==> config.mk <==
export PLATFORM = sky130hd
export DESIGN_NAME = bit_serializer_flat
export DESIGN_NICKNAME = d
export VERILOG_FILES = /design/src/rtl/ser_pkg.sv /design/src/rtl/bit_serializer_if.sv /design/src/rtl/ser_hold_reg.sv /design/src/rtl/bit_serializer.sv /design/src/flat_wrapper.sv
export SDC_FILE = /design/constraint.sdc
export NUM_CORES = 1
export LEC_CHECK = 0
export BUFFER_PORTS_ARGS = -buffer_cell sky130_fd_sc_hd__buf_2
export CAP_MARGIN = 20
export CORE_MARGIN = 5
export CORE_UTILIZATION = 31
export DETAILED_ROUTE_END_ITERATION = 8
export GPL_TIMING_DRIVEN = 0
export HOLD_SLACK_MARGIN = 0.03
export MAX_ROUTING_LAYER = met4
export SETUP_SLACK_MARGIN = 0.3
export SLEW_MARGIN = 20
export SYNTH_ARGS = -nofsm -noshare
export SYNTH_HDL_FRONTEND = slang
export SYNTH_SLANG_ARGS = --single-unit
==> constraint.sdc <==
create_clock -name clk -period 2.3 [get_ports clk]
set_input_delay 0.69 -clock clk [delete_from_list [all_inputs] [get_ports clk]]
set_output_delay 0.69 -clock clk [all_outputs]
set_load 0.1 [all_outputs]
==> src/rtl/ser_pkg.sv <==
// Shared types and constants for the bit serializer and its hold register.
package ser_pkg;

    typedef enum logic {
        IDLE  = 1'b0,
        SHIFT = 1'b1
    } ser_state_t;

    localparam int DEFAULT_WIDTH = 8;

    function automatic int cntWidth(input int width);
        return $clog2(width);
    endfunction

    localparam int DEFAULT_CNT_W = cntWidth(DEFAULT_WIDTH);

endpackage

==> src/rtl/bit_serializer_if.sv <==
// Parallel-word valid/ready handshake feeding the bit serializer.
interface bit_serializer_if
    import ser_pkg::*;
#(
    parameter int WIDTH = DEFAULT_WIDTH
);

    logic [WIDTH-1:0] din;
    logic             din_valid;
    logic             din_ready;

    modport master (
        output din,
        output din_valid,
        input  din_ready
    );

    modport slave (
        input  din,
        input  din_valid,
        output din_ready
    );

endinterface

==> src/rtl/ser_hold_reg.sv <==
// One-entry holding register that parks the next word while the shifter is busy.
module ser_hold_reg
    import ser_pkg::*;
#(
    parameter int WIDTH = DEFAULT_WIDTH
) (
    input  logic             clk,
    input  logic             rst,
    input  logic             i_clear,
    input  logic             i_wr,
    input  logic             i_rd,
    input  logic [WIDTH-1:0] i_data,
    output logic [WIDTH-1:0] o_data,
    output logic             o_full
);

    logic [WIDTH-1:0] r_data;
    logic             r_full;

    always_ff @(posedge clk or negedge rst) begin
        if (!rst) begin
            r_data <= '0;
            r_full <= 1'b0;
        end else if (i_clear) begin
            r_full <= 1'b0;
        end else if (i_wr) begin
            r_data <= i_data;
            r_full <= 1'b1;
        end else if (i_rd) begin
            r_full <= 1'b0;
        end
    end

    assign o_data = r_data;
    assign o_full = r_full;

endmodule

==> src/rtl/bit_serializer.sv <==
// Parallel-to-serial converter with a one-word hold register so consecutive
// words leave as one continuous bitstream.
module bit_serializer
    import ser_pkg::*;
#(
    parameter int WIDTH     = DEFAULT_WIDTH,
    parameter bit MSB_FIRST = 1'b1
) (
    input  logic                   clk,
    input  logic                   rst,
    input  logic                   flush,
    bit_serializer_if.slave        bus,
    output logic                   x_out,
    output logic                   x_valid,
    output logic                   word_done,
    output logic                   busy
);

    localparam int               CNT_W    = cntWidth(WIDTH);
    localparam logic [CNT_W-1:0] LAST_CNT = CNT_W'(WIDTH - 1);

    ser_state_t       r_state;
    ser_state_t       w_stateNext;
    logic [WIDTH-1:0] r_shift;
    logic [WIDTH-1:0] w_shiftNext;
    logic [WIDTH-1:0] w_shifted;
    logic [CNT_W-1:0] r_cnt;
    logic [CNT_W-1:0] w_cntNext;
    logic [WIDTH-1:0] w_holdData;
    logic             w_holdFull;
    logic             w_holdWr;
    logic             w_holdRd;
    logic             w_accept;
    logic             w_last;

    assign bus.din_ready = !w_holdFull;
    assign w_accept      = bus.din_valid && !w_holdFull;
    assign w_last        = (r_state == SHIFT) && (r_cnt == LAST_CNT);
    assign w_shifted     = MSB_FIRST ? {r_shift[WIDTH-2:0], 1'b0}
                                     : {1'b0, r_shift[WIDTH-1:1]};

    ser_hold_reg #(
        .WIDTH (WIDTH)
    ) u_hold (
        .clk     (clk),
        .rst     (rst),
        .i_clear (flush),
        .i_wr    (w_holdWr),
        .i_rd    (w_holdRd),
        .i_data  (bus.din),
        .o_data  (w_holdData),
        .o_full  (w_holdFull)
    );

    always_ff @(posedge clk or negedge rst) begin
        if (!rst) begin
            r_state <= IDLE;
            r_shift <= '0;
            r_cnt   <= '0;
        end else begin
            r_state <= w_stateNext;
            r_shift <= w_shiftNext;
            r_cnt   <= w_cntNext;
        end
    end

    // On the last bit the next word (held or arriving) is loaded at once, so no idle gap appears.
    always_comb begin
        w_stateNext = r_state;
        w_shiftNext = r_shift;
        w_cntNext   = r_cnt;
        w_holdWr    = 1'b0;
        w_holdRd    = 1'b0;
        if (flush) begin
            w_stateNext = IDLE;
            w_shiftNext = '0;
            w_cntNext   = '0;
        end else begin
            case (r_state)
                IDLE: begin
                    if (w_accept) begin
                        w_stateNext = SHIFT;
                        w_shiftNext = bus.din;
                        w_cntNext   = '0;
                    end
                end
                SHIFT: begin
                    if (w_last) begin
                        w_cntNext = '0;
                        if (w_holdFull) begin
                            w_shiftNext = w_holdData;
                            w_holdRd    = 1'b1;
                        end else if (w_accept) begin
                            w_shiftNext = bus.din;
                        end else begin
                            w_stateNext = IDLE;
                            w_shiftNext = '0;
                        end
                    end else begin
                        w_shiftNext = w_shifted;
                        w_cntNext   = r_cnt + CNT_W'(1);
                        w_holdWr    = w_accept;
                    end
                end
                default: begin
                    w_stateNext = IDLE;
                end
            endcase
        end
    end

    assign x_valid   = (r_state == SHIFT);
    assign x_out     = x_valid && (MSB_FIRST ? r_shift[WIDTH-1] : r_shift[0]);
    assign word_done = w_last;
    assign busy      = (r_state == SHIFT) || w_holdFull;

endmodule

==> src/flat_wrapper.sv <==
// flat-port wrapper written by rule: the top's interface ports become plain ports
module bit_serializer_flat import ser_pkg::*;
#(
    parameter int WIDTH     = DEFAULT_WIDTH,
    parameter bit MSB_FIRST = 1'b1
)
  (clk, rst, flush, x_out, x_valid, word_done, busy, bus_din, bus_din_valid, bus_din_ready);
  bit_serializer_if #(.WIDTH(WIDTH)) bus_i ();
  input  logic clk;
  input  logic rst;
  input  logic flush;
  output logic x_out;
  output logic x_valid;
  output logic word_done;
  output logic busy;
  input wire logic [$bits(bus_i.din)-1:0] bus_din;
  input wire logic [$bits(bus_i.din_valid)-1:0] bus_din_valid;
  output wire logic [$bits(bus_i.din_ready)-1:0] bus_din_ready;
  assign bus_i.din = bus_din;
  assign bus_i.din_valid = bus_din_valid;
  assign bus_din_ready = bus_i.din_ready;
  bit_serializer #(.WIDTH(WIDTH), .MSB_FIRST(MSB_FIRST)) u_core (.clk(clk), .rst(rst), .flush(flush), .bus(bus_i), .x_out(x_out), .x_valid(x_valid), .word_done(word_done), .busy(busy));
endmodule
Word-level counts from Yosys, hierarchy flattened. Cells that the tools add are included.

Magnitude comparators: 0. Shift-type cells: 0. Reduce and logical (&&, ||, !) cells: 7. Eq/ne operators: 2. Bitwise gates (word level): 2. Add/subtract/negate cells: 1. $mul: 0. Multiplexer cells: 25. Div/mod/pow operators: 0.

Operators by type and width (count): 2-to-1 mux 8 bit (5); one-hot mux 8 bit (2 select lines) (1); 2-to-1 mux 1 bit (14); 2-to-1 mux 3 bit (3); one-hot mux 3 bit (2 select lines) (1); adder 3 x 1 -> 3 bit (second input constant) (1); equality test 3 bit (second input constant) (1); logical AND 1 bit (3); != test 3 x 2 -> 1 bit (second input constant) (1); nonzero test 3 bit (1); inverter 1 bit (2); one-hot mux 1 bit (2 select lines) (1); AND reduction 2 bit (1); zero test 1 bit (1); logical OR 1 bit (1).

Bits in latches: 0. Memories: 0. RAM bits: 0. Logic and storage cells: 42. Bits in registers: 21. Memory bits (read-only): 0. Input port bits: 12.

Longest topological paths before layout.
Word-level depth: 8. Gate-level depth with buffers: 6. Mapped depth without buffers: 6.

Hierarchy. A second synthesis with hierarchy kept.

Cells, all modules: 107. Area total of the unflattened synthesis: 1163.6 µm².

By module, submodules not included: bit_serializer (cells each 85, area each 778.2 µm², seq. area each 300.3 µm², instances 1); ser_hold_reg (cells each 22, area each 385.4 µm², seq. area each 225.2 µm², instances 1).

Worst setup path before layout. OpenSTA, ideal clock, no wires.

Kind: register -> output. From: reg u_core.r_state (netlist: u_core.x_valid). To: out x_out. Cell stages (with the launch flop): 4. Setup slack: -0.647 ns. Buffers on the path: 2. Arrival time: 2.257 ns. Required time: 1.610 ns. Cells stage by stage: dfrtp_1 buf_4 buf_2 and2_1.

Cells in the longest elaborated chain, start to end: 1.

RTL lines: from (decl) (line bit_serializer.sv:22) `ser_state_t r_state;`; from (signal assigned) (line bit_serializer.sv:61) `r_state <= w_stateNext;`; logical AND 1 bit (line bit_serializer.sv:113) `assign x_out = x_valid && (MSB_FIRST ? r_shift[WIDTH-1] : r_shift[0]);`; to (decl) (line flat_wrapper.sv:12) `output logic x_out;`.

Every way passes these cells.

Final worst setup path.
From: reg u_core.r_state (netlist: u_core.x_valid). To: out busy.

Cells in the longest elaborated chain, start to end: 1.

RTL lines: logical OR 1 bit (line bit_serializer.sv:115) `assign busy = (r_state == SHIFT) || w_holdFull;`; to (decl) (line flat_wrapper.sv:15) `output logic busy;`.

Every way passes these cells.

==> reports/qor_table.md <==
| Stage | Metric | This run |
| --- | --- | --- |
| synthesis | Syn Nets | 126 |
| critical path | Launch point of the worst reg-to-reg path | u_core.r_cnt[0] |
| synthesis | Portion of the post-synthesis area used by sequential elements | 0.469 |
| critical path | Worst setup path startpoint | u_core.x_valid |
| critical path | R2R cell count | 6 |
| critical path | Number of buffers and inverters on the critical path | 3 |
| critical path | R2R setup slack | 0.46 ns |
| timing | Clock period minus final worst setup slack | 2.14 ns |
| synthesis | #FFs+latches synth | 21 |
| synthesis | Gate Count Post-Synth | 112 |
| outcome | Status | complete, no violations |
| clock network | TritonCTS clock tree | yes |
| route | Pre-Repair DR Iteration Count | 4 |
| critical path | Total stage count of the critical path | 4 |
| global routing | Total overflow reported by the global router | 0 |
| synthesis | Area of the mapped netlist | 1120 um2 |
| critical path | Critical path endpoint | busy |
| synthesis | Cell with the most instances after synthesis | sky130_fd_sc_hd__dfrtp_1 |
| timing | Share of the cycle needed by the critical path after routing | 0.930 |
| power and ir drop | Static leakage | 0.000645 uW |
| timing | Finish-stage setup viols | 0 |
| synthesis | Number of enable flip-flop cells after synthesis | 0 |
| synthesis | Synth top cells by count | 21 x sky130_fd_sc_hd__dfrtp_1, 16 x sky130_fd_sc_hd__nand2_1, 12 x sky130_fd_sc_hd__a21oi_1 |
| power and ir drop | Worst voltage drop across the vdd grid | 0.400 mV |
| clock network | Count of clock tree sinks | 21 |
| critical path | Worst Path Max Fanout | 3 |
| route | Vias per cell | 5.09 |
| place | Half-perimeter wire length after placement | 1860 um |
| layout | Final #Nets | 158 |
| timing | Final max-slew violation count | 0 |
| clock network | Hold-fix buffers, CTS | 0 |
| timing | Setup repair after global routing missed its margin | yes |
| layout | Layout overhead on the synthesized area | 31.7% |
| clock network | Maximum buffer depth of the clock tree | 2 |
| clock network | Clock input transition at the sequential cells of the worst setup and hold paths | 0.12 ns |
| synthesis | Warnings from Yosys | 0 |
| critical path | Element type at the critical path start | register |
| critical path | Data required, critical path | 1.61 ns |
| timing | Achievable frequency | 468 MHz |
| route | Detailed-route DRC error count | 0 |
| place | Final GP Congestion | 0.756 |
| global routing | Initial antenna violation count | 0 |
| layout | Number of antenna cells inserted | 0 |
| critical path | Cell breakdown of the critical path | buf_6, buf_8, or2_4, buf_12 |
| clock network | Root Buffer | sky130_fd_sc_hd__clkbuf_4 |
| critical path | Cell with the biggest individual delay on the critical path | sky130_fd_sc_hd__dfrtp_4 |
| global routing | Number of global-route vias before repair | 964 |
| critical path | CP Data Arrival Time | 1.45 ns |
| synthesis | Adder and majority gate portion of the synthesized area | 0.0223 |
| power and ir drop | Total power divided by cell area | 597 nW/um2 |
| timing | Post-Route Skew | 0.00546 ns |
| synthesis | Main combinational cell family by area after synthesis | compound AO/OA/AOI/OAI gates |
| timing | Relative max-transition margin | 0.672 |
| synthesis | Leading area contributor after synthesis | sky130_fd_sc_hd__dfrtp_1 |
| die | Die X | 70.1 um |
| synthesis | Share of the synthesized area in the top cell type | 0.469 |
| synthesis | Synthesized-area fraction occupied by ao, oa, aoi and oai cells | 0.183 |
| die | Number of standard-cell rows in the floorplan | 21 |
| critical path | Critical Setup Path Class | reg2out |
| layout | Share of cells above drive strength 1 | 0.413 |
| clock network | Insertion delay to the later sink of the worst-skew pair | 0.31 ns |
| route | Final wirelength | 2800 um |
| synthesis | Main area contributors after synthesis | sky130_fd_sc_hd__dfrtp_1 47%, sky130_fd_sc_hd__mux2_2 9.0%, sky130_fd_sc_hd__a21oi_1 5.4% |
| die | Initial Utilization | 0.328 |
| die | Area inside the core boundary | 3420 um2 |
| clock network | Number of H-tree branching levels | 1 |
| synthesis | Fraction of the mapped netlist area in simple logic gates | 0.179 |
| clock network | Number of buffers inserted during clock tree synthesis | 3 |
| timing | Transition time of the tightest slew-check pin | 0.496 ns |
| route | Final ANT Viol Nets | 0 |
| route | Routed vias | 962 |
| critical path | CP endpoint kind | output pin |
| flow run | Count of max-cap constraint violations | 0 |
| layout | Final standard cell utilization of the core | 0.432 |
| route | Starting DRC count in detailed routing | 14 |
| synthesis | Asr flop ratio synth | 1.00 |
| synthesis | Average size of a mapped cell | 10.0 um2 |
| synthesis | Synth Flop Type | sky130_fd_sc_hd__dfrtp_1 |
| global routing | GRT Total Usage | 0.121 |
| timing | Number of hold violations in the final report | 0 |
| die | Die Footprint | 4920 um2 |
| critical path | Cell family with most CP delay | flip-flops |
| critical path | Largest stage delay on the critical path | 0.50 ns |
| synthesis | Proportion of synthesized area in mux cells | 0.0993 |
| place | Count of buffers inserted at the top-level ports | 16 |
| die | Die span in y | 70.1 um |
| worst hold path | Class of the worst hold path | in2async |
| die | Number of placed I/O pins | 17 |
| route | Routed wire per std cell | 14.8 um |
| global routing | Wire length of the first global-routing pass | 4510 um |
| global routing | Largest net degree at the start of global routing | 22 |
| timing | Final sum of negative setup slack | 0 ns |
| synthesis | Number of library cell types mapped by synthesis | 31 |
| critical path | Capturing point of the worst reg2reg path | u_core.u_hold.o_data[3] |
| synthesis | XOR/XNOR Fraction of Synth Area | 0 |
[kinds of logic after synthesis]
family	after synthesis
adder cells (fa/ha/maj)	2
AO/OA/AOI/OAI	32
multiplexers	10
AND/OR/NAND/NOR	37
buffers and inverters	10
flip-flops	21
[worst min-delay path by stage]
stage | startpoint | cells after the start | end
2_1_floorplan | rst | 0 | u_core.r_cnt[0]
3_3_place_gp | u_core.u_hold.o_data[4] | 1 | u_core.u_hold.o_data[4]
3_5_place_dp | u_core.u_hold.o_data[5] | 1 | u_core.u_hold.o_data[5]
4_1_cts | rst | 1 | u_core.u_hold.o_data[6]
5_1_grt | rst | 1 | u_core.r_shift[2]
6_report | rst | 1 | u_core.r_shift[1]
[power breakdown]
group	total, uW	internal, uW	switching (uW)
clock	185	65.1	120
combinational	241	111	130
sequential	455	424	31.4
[flip-flops by register name (all words and copies together) (netlist names)]
name	cells
u_core.u_hold.o_data	8
u_core.r_cnt	3
u_core.u_hold.o_full	1
u_core.r_shift	8
u_core.x_valid	1
[layout by cell type (no fill, tap or decap), types with 3 or more instances in the layout]
cell and n:
sky130_fd_sc_hd__nor2_1 4, sky130_fd_sc_hd__a31o_2 4, sky130_fd_sc_hd__buf_4 12, sky130_fd_sc_hd__a21o_1 4, sky130_fd_sc_hd__clkbuf_4 4, sky130_fd_sc_hd__buf_12 3
sky130_fd_sc_hd__nand2_1 15, sky130_fd_sc_hd__dfrtp_1 20, sky130_fd_sc_hd__buf_2 12, sky130_fd_sc_hd__o21ai_0 5, sky130_fd_sc_hd__mux2_2 9, sky130_fd_sc_hd__nor2b_1 3
sky130_fd_sc_hd__a21oi_1 12
[metal layers]
| layer | wire length, um | track usage |
|---|---|---|
| met3 | 58 | 0.0172 |
| met4 | 44 | 0.0511 |
| met1 | 1200 | 0.132 |
| met2 | 1500 | 0.217 |
| met5 | 0 | - |
[timing repair]
item                                   CTS  global route
pin swaps                                4             3
endpoints found under the hold margin    0             0
resized for setup                       21             1
setup endpoints to repair               12             8
setup buffers                            6             5
[cell type report]
type / instances / area, um2
Sequential cell: 21 / 529
Multi-Input combinational cell: 81 / 569
Inverter: 3 / 15.0
Clock inverter: 1 / 5.00
Timing Repair Buffer: 27 / 218
Buffer: 7 / 60.1
Clock buffer: 3 / 22.5
Tap cell: 46 / 57.6
Fill cell: 348 / 1940
[metrics by stage]
| stage | power (uW) | cells | worst slack, ns | hold slack, ns | instance area, um2 |
|---|---|---|---|---|---|
| after floorplan | 613 | 112 | 0.311 | 0.394 | 1150 |
| after global placement | 664 | 174 | 0.160 | 0.490 | 1280 |
| after detailed placement | 672 | 174 | 0.129 | 0.494 | 1280 |
| after CTS | 877 | 184 | 0.156 | 0.320 | 1440 |
| after global routing | 924 | 189 | 0.124 | 0.337 | 1480 |
| final | 882 | 189 | 0.161 | 0.313 | 1480 |
Power figures use the tool's default switching activity.
